==> config.mk <==
export PLATFORM = sky130hd
export DESIGN_NAME = intr_vec
export DESIGN_NICKNAME = d
export VERILOG_FILES = /design/src/rtl/intr_vec.sv
export SDC_FILE = /design/constraint.sdc
export NUM_CORES = 1
export LEC_CHECK = 0
export CAP_MARGIN = 20
export CORE_ASPECT_RATIO = 1.4
export CORE_UTILIZATION = 52
export CTS_CLUSTER_SIZE = 40
export DETAILED_ROUTE_END_ITERATION = 16
export PLACE_DENSITY = 0.78
export SLEW_MARGIN = 5
export SYNTH_ARGS = -nofsm -noshare
export SYNTH_HDL_FRONTEND = slang
export SYNTH_SLANG_ARGS = --single-unit
export TNS_END_PERCENT = 20
==> constraint.sdc <==
create_clock -name clk -period 3.95 [get_ports clk]
set_clock_uncertainty 0.2 [all_clocks]
set_input_delay 0.395 -clock clk [delete_from_list [all_inputs] [get_ports clk]]
set_output_delay 0.395 -clock clk [all_outputs]
set_load 0.05 [all_outputs]
==> src/rtl/intr_vec.sv <==
// Vectored interrupt controller: NSRC synchronised sources with level/edge capture,
// polarity, enable masks and claim/complete tracking. Optional priority/threshold: INTR_PRIO_EN.
module intr_vec #(
  parameter int NSRC = 8,
  parameter int RV   = 16
) (
  input  logic            clk,
  input  logic            reset,
  input  logic [NSRC-1:0] src,
  output logic            interrupt,
  input  logic [3:0]      io_addr,
  input  logic            io_write,
  input  logic            io_read,
  input  logic [RV-1:0]   io_wdata,
  output logic [RV-1:0]   io_rdata
);

  localparam logic [3:0] A_PEND     = 4'd0;
  localparam logic [3:0] A_ENABLE   = 4'd1;
  localparam logic [3:0] A_MODE     = 4'd2;
  localparam logic [3:0] A_POL      = 4'd3;
  localparam logic [3:0] A_CLAIM    = 4'd4;
  localparam logic [3:0] A_COMPLETE = 4'd5;
  localparam logic [3:0] A_GEN      = 4'd6;
  localparam logic [3:0] A_INSVC    = 4'd10;

  logic [NSRC-1:0] sync1_q, sync1_d;
  logic [NSRC-1:0] sync2_q, sync2_d;
  logic [NSRC-1:0] prev_q, prev_d;
  logic [NSRC-1:0] pend_q, pend_d;
  logic [NSRC-1:0] enable_q, enable_d;
  logic [NSRC-1:0] mode_q, mode_d;
  logic [NSRC-1:0] pol_q, pol_d;
  logic [NSRC-1:0] insvc_q, insvc_d;
  logic            gen_q, gen_d;
  logic            interrupt_q, interrupt_d;

  logic [NSRC-1:0] lvl;
  logic [NSRC-1:0] pend_vis;
  logic [NSRC-1:0] qual;
  logic [NSRC-1:0] cand;
  logic [1:0]      prio_v [NSRC];
  logic [1:0]      best_prio;
  logic            win_valid;
  logic [3:0]      win_id;
  logic            claim_fire;
  logic [NSRC-1:0] claim_mask;
  logic [NSRC-1:0] w1c_mask;
  logic            complete_ok;
  logic            unused_wdata;

`ifdef INTR_PRIO_EN
  localparam logic [3:0]  A_THRESH = 4'd7;
  localparam logic [3:0]  A_PRIO0  = 4'd8;
  localparam logic [3:0]  A_PRIO1  = 4'd9;
  localparam logic [31:0] PRIO_MASK = 32'((64'd1 << (2 * NSRC)) - 64'd1);

  logic [31:0] prio_q, prio_d;
  logic [1:0]  thresh_q, thresh_d;

  always_comb begin
    for (int i = 0; i < NSRC; i++) begin
      prio_v[i] = prio_q[2*i +: 2];
      qual[i]   = (prio_q[2*i +: 2] > thresh_q);
    end
  end
`else
  // All priorities equal: the winner search below degenerates to lowest index.
  always_comb begin
    for (int i = 0; i < NSRC; i++) begin
      prio_v[i] = 2'd0;
    end
    qual = '1;
  end
`endif

  assign unused_wdata = ^io_wdata;

  // Level sources read the live synchronised level; edge sources read the latched bit.
  assign lvl      = sync2_q ^ pol_q;
  assign pend_vis = (mode_q & pend_q) | (~mode_q & lvl);
  assign cand     = pend_vis & enable_q & ~insvc_q & qual;

  // Scanning downward with >= lets ties settle on the lowest index.
  always_comb begin
    win_valid = 1'b0;
    win_id    = 4'd0;
    best_prio = 2'd0;
    for (int i = NSRC - 1; i >= 0; i--) begin
      if (cand[i] && (!win_valid || prio_v[i] >= best_prio)) begin
        win_valid = 1'b1;
        win_id    = 4'(i);
        best_prio = prio_v[i];
      end
    end
  end

  assign claim_fire  = io_read && (io_addr == A_CLAIM) && win_valid;
  assign claim_mask  = claim_fire ? (NSRC'(1) << win_id) : '0;
  assign w1c_mask    = (io_write && io_addr == A_PEND) ? io_wdata[NSRC-1:0] : '0;
  assign complete_ok = io_write && (io_addr == A_COMPLETE) && (int'(io_wdata[3:0]) < NSRC);

  always_comb begin
    sync1_d     = src;
    sync2_d     = sync1_q;
    prev_d      = lvl;
    enable_d    = enable_q;
    mode_d      = mode_q;
    pol_d       = pol_q;
    gen_d       = gen_q;
    insvc_d     = insvc_q;
    // A new rising edge outranks any clear in the same cycle.
    pend_d      = mode_q & ((lvl & ~prev_q) | (pend_q & ~(w1c_mask | claim_mask)));
    interrupt_d = gen_q & (|cand);
    if (io_write) begin
      case (io_addr)
        A_ENABLE: enable_d = io_wdata[NSRC-1:0];
        A_MODE:   mode_d   = io_wdata[NSRC-1:0];
        A_POL:    pol_d    = io_wdata[NSRC-1:0];
        A_GEN:    gen_d    = io_wdata[0];
        default:  ;
      endcase
    end
    if (complete_ok) begin
      insvc_d = insvc_d & ~(NSRC'(1) << io_wdata[3:0]);
    end
    insvc_d = insvc_d | claim_mask;
  end

`ifdef INTR_PRIO_EN
  always_comb begin
    prio_d   = prio_q;
    thresh_d = thresh_q;
    if (io_write) begin
      case (io_addr)
        A_THRESH: thresh_d      = io_wdata[1:0];
        A_PRIO0:  prio_d[15:0]  = io_wdata[15:0] & PRIO_MASK[15:0];
        A_PRIO1:  prio_d[31:16] = io_wdata[15:0] & PRIO_MASK[31:16];
        default:  ;
      endcase
    end
  end

  always_ff @(posedge clk) begin
    if (reset) begin
      prio_q   <= '0;
      thresh_q <= '0;
    end else begin
      prio_q   <= prio_d;
      thresh_q <= thresh_d;
    end
  end
`endif

  always_ff @(posedge clk) begin
    if (reset) begin
      sync1_q     <= '0;
      sync2_q     <= '0;
      prev_q      <= '0;
      pend_q      <= '0;
      enable_q    <= '0;
      mode_q      <= '0;
      pol_q       <= '0;
      insvc_q     <= '0;
      gen_q       <= 1'b0;
      interrupt_q <= 1'b0;
    end else begin
      sync1_q     <= sync1_d;
      sync2_q     <= sync2_d;
      prev_q      <= prev_d;
      pend_q      <= pend_d;
      enable_q    <= enable_d;
      mode_q      <= mode_d;
      pol_q       <= pol_d;
      insvc_q     <= insvc_d;
      gen_q       <= gen_d;
      interrupt_q <= interrupt_d;
    end
  end

  assign interrupt = interrupt_q;

  always_comb begin
    io_rdata = '0;
    case (io_addr)
      A_PEND:   io_rdata[NSRC-1:0] = pend_vis;
      A_ENABLE: io_rdata[NSRC-1:0] = enable_q;
      A_MODE:   io_rdata[NSRC-1:0] = mode_q;
      A_POL:    io_rdata[NSRC-1:0] = pol_q;
      A_CLAIM:  io_rdata = win_valid ? {1'b1, 11'b0, win_id} : '0;
      A_GEN:    io_rdata[0] = gen_q;
      A_INSVC:  io_rdata[NSRC-1:0] = insvc_q;
`ifdef INTR_PRIO_EN
      A_THRESH: io_rdata[1:0] = thresh_q;
      A_PRIO0:  io_rdata = prio_q[15:0];
      A_PRIO1:  io_rdata = prio_q[31:16];
`endif
      default:  io_rdata = '0;
    endcase
  end

endmodule

==> metrics.csv <==
stage,metric,value,unit
synth,syn_avg_cell_area,8.31,sq um
timing,worst_pin_slew,0.919,ns
floorplan,initial_utilization,54.0,%
synth,synth_top_family_by_area,simple AND/OR/NAND/NOR gates,
layout,n_fill_cell,512,
timing,finalSetupTns,0,ns
power_and_ir_drop,power_density,348,nW/um^2
setup_path,r2r_start,pol_q[1]$_SDFFE_PP0P_,
grt,grt_pass1_vias,2654,
timing,finalSetupViolations,0,
grt,grtUsageTotal,26.9,%
timing,slew_viol_final,0,
setup_path,crit_path_end_kind,output port,
synth,ys_ff_latch,66,
synth,synth.distinct_cells,54,
synth,muxShareOfSynthArea,0,%
clocking,cts.clk_slew.worst_paths,0.07,ns
setup_path,startpoint,pol_q[1]$_SDFFE_PP0P_,
placement,place_area,3570,sq um
detailed_routing,drt_wl_total,7800,um
clocking,cts_resized,0,
clocking,ctsHoldBuffers,0,
placement,finalWeightedCongestion,0.914,
placement,pre_cts_slack,0.729,ns
layout,drive_gt1_share,8.50,%
clocking,cts_buffer_depth,2,
synth,synth-edff-count,0,
setup_path,worstPathMaxFanout,5,
grt,grt_pass1_wl,12500,um
setup_path,cp.buffers_inverters,1,
detailed_routing,post-route-drc-count,0,
clocking,cts_max_level,3,
clocking,clock_latency,0.34,ns
grt,grt_max_degree,51,
detailed_routing,drtAntennaViolNets,0,
placement,hpwl,5170,um
clocking,cts_setup_buffers,0,
clocking,clock_sinks,66,
detailed_routing,viasPerCell,5.93,
synth,yosysWarnings,0,
layout,finish.net_count,440,
setup_path,cp_slowest_stage_delay,0.87,ns
layout,antenna_cells,0,
detailed_routing,drt-pass1-iter-count,5,
synth,async_flop_share,0,%
synth,ys_seq_area_share,42.1,%
floorplan,die_x,67.7,um
floorplan,io_pins,49,
detailed_routing,post_drt_wl_per_cell,16.2,um
synth,synth-compound-area-share,22.5,%
floorplan,die_area,6360,sq um
setup_path,crit_type,flip-flop to output port,
power_and_ir_drop,p_leak,1.32,nW
timing,grt_setup_unrepaired,false,
synth,synthAdderAreaFrac,0,%
min_path,hp-start,prev_q[6]$_SDFF_PP0_,
setup_path,cpMaxStageDelayCell,a2111oi_1,
timing,fin_hold_ws,0.230,ns
flow_run,maxCapViolCount,0,
synth,postSynthCellCount,378,
setup_path,crit_required,3.36,ns
floorplan,num_rows,33,
timing,fmax,0.288,GHz
setup_path,worstPathArrival,2.88,ns
min_path,holdPathEnd,pend_q[6]$_SDFF_PP0_,
timing,hold_viol,0,
synth,yosys.area_share.simple,26.3,%
clocking,numCtsBuffers,9,
timing,layout_setup_ws,0.477,ns
timing,fin_crit,3.47,ns
synth,synth_top_flop_cell,dfxtp_1,
floorplan,dieHeight,94.0,um
placement,port_buffers,33,
power_and_ir_drop,max-vdd-ir-drop,0.000257,V
timing,fin_crit_sh,87.9,%
floorplan,core_region_area,5820,sq um
grt,grt_overflow,0,
timing,relSlewSlack,38.6,%
grt,grt_antenna_before_repair,0,
setup_path,cp_cell_sequence,xnor2_1 -> a2111oi_1 -> nor4_1 -> nor2_1 -> clkdlybuf4s50_1,
clocking,cts_root_buf,clkbuf_8,
layout,syn_to_final_growth,18.9,%
synth,synth-xor-area-share,3.07,%
run_status,status,finished clean,
clocking,cts_tree,done,
setup_path,reg2reg_to,pend_q[5]$_SDFF_PP0_,
layout,final_area,3740,sq um
min_path,hold_path.class,flip-flop to flip-flop,
min_path,hold_depth,1,
detailed_routing,drt_iter0_drc,258,
setup_path,worstSetupStartpointType,flip-flop,
detailed_routing,vias,2860,
setup_path,reg2reg_slack,1.39,ns
synth,synth_area,3140,sq um
setup_path,worst_path_dominant_cell_family,compound AO/OA/AOI/OAI gates,
setup_path,rr_worst_depth,5,
[state kept, by name, indices dropped and copies added (netlist names), 8 cells and up]
| register | count |
|---|---|
| insvc_q | 8 |
| mode_q | 8 |
| sync2_q | 8 |
| prev_q | 8 |
| pol_q | 8 |
| pend_q | 8 |
| sync1_q | 8 |
| enable_q | 8 |
[power breakdown]
part           switching (mW)  leakage, nW  internal [mW]
Sequential            0.00696        0.536          0.679
Combinational          0.0745        0.691         0.0446
Clock                   0.241       0.0920          0.255
[cell usage after synthesis, drive strengths merged, types with 2 or more instances]
library cell | count | area [sq um]
o22ai | 3 | 18.8
o211a | 2 | 20.0
nand2 | 43 | 161
a21o | 4 | 30.0
a22oi | 7 | 52.6
nand3 | 28 | 140
nor4b | 3 | 26.3
nand2b | 14 | 87.6
a21oi | 44 | 220
a31oi | 2 | 12.5
a2111o | 2 | 22.5
nor3 | 7 | 35.0
or4b | 2 | 23.8
or2 | 2 | 12.5
o211ai | 10 | 75.1
xor2 | 5 | 43.8
nor2 | 13 | 48.8
nor4 | 2 | 18.8
nand3b | 6 | 45.0
o21ai | 8 | 40.0
o31ai | 2 | 15.0
inv | 12 | 45.0
nor2b | 22 | 138
a22o | 3 | 26.3
dfxtp | 66 | 1320
buf | 10 | 76.3
o21a | 2 | 15.0
clkbuf | 18 | 67.6
nor3b | 3 | 22.5
o2111ai | 3 | 26.3
o2111a | 3 | 33.8
a2111oi | 2 | 25.0
or3 | 5 | 31.3
xnor2 | 6 | 52.6
[worst reg2reg max path, cell delays in order (launching register included)]
cell and delay, ns:
dfxtp_1 0.33, xnor2_1 0.30, a2111oi_1 0.22, or4_1 0.68
or4b_1 0.56, a21o_1 0.17
[area by class of cell]
type	count	area, sq um	share of cell area (%)
clock inverters	3	15.0	0.402
inverters	12	45.0	1.21
flip-flops and latches	66	1320	35.4
well taps	70	87.6	2.34
multi-input cells	278	1660	44.4
repair buffers	41	453	12.1
clock buffers	12	155	4.15
[metrics by stage]
step	std cells	power [mW]	util, %
after detailed placement	467	0.819	61.3
after CTS	482	1.31	64.2
after global routing	482	1.35	64.2
after global placement	467	0.816	61.3
after floorplan	384	0.776	-
final	482	1.30	64.2
[cells by family (layout without fill, tap and decap cells)]
family	count (synthesis)	in the layout
AND/OR/NAND/NOR	155	155
AO/OA/AOI/OAI	105	105
flip-flops	66	66
buffers and inverters	40	68
XOR/XNOR	11	11
other	1	7
[placed cells by master, fill, tap and decap left out, types with 4 or more instances in the layout]
cell type	count
a21o_1	4
a21oi_1	44
a22oi_1	7
buf_12	7
buf_4	9
clkbuf_8	11
clkdlybuf4s50_1	24
conb_1	7
dfxtp_1	66
inv_1	12
nand2_1	43
nand2b_1	14
nand3_1	28
nand3b_1	6
nor2_1	13
nor2b_1	22
nor3_1	6
o211ai_1	10
o21ai_0	8
or3_1	5
xnor2_1	6
xor2_1	5
[layer usage]
layer | routed length [um] | global-route usage, %
met1 | 3330 | 32.8
met2 | 3780 | 44.2
met3 | 492 | 4.49
met4 | 192 | 13.3
met5 | 0 | 0
[how the worst max path moves through the flow]
stage	end	slack, ns	cells past startpoint
after global placement	pend_q[5]$_SDFF_PP0_	0.74	5
after global routing	io_rdata[15]	0.35	6
after floorplan	io_rdata[0]	0.45	4
after CTS	io_rdata[15]	0.50	5
after detailed placement	pend_q[5]$_SDFF_PP0_	0.73	5
final	io_rdata[15]	0.48	5
Power figures use the tool's default switching activity.
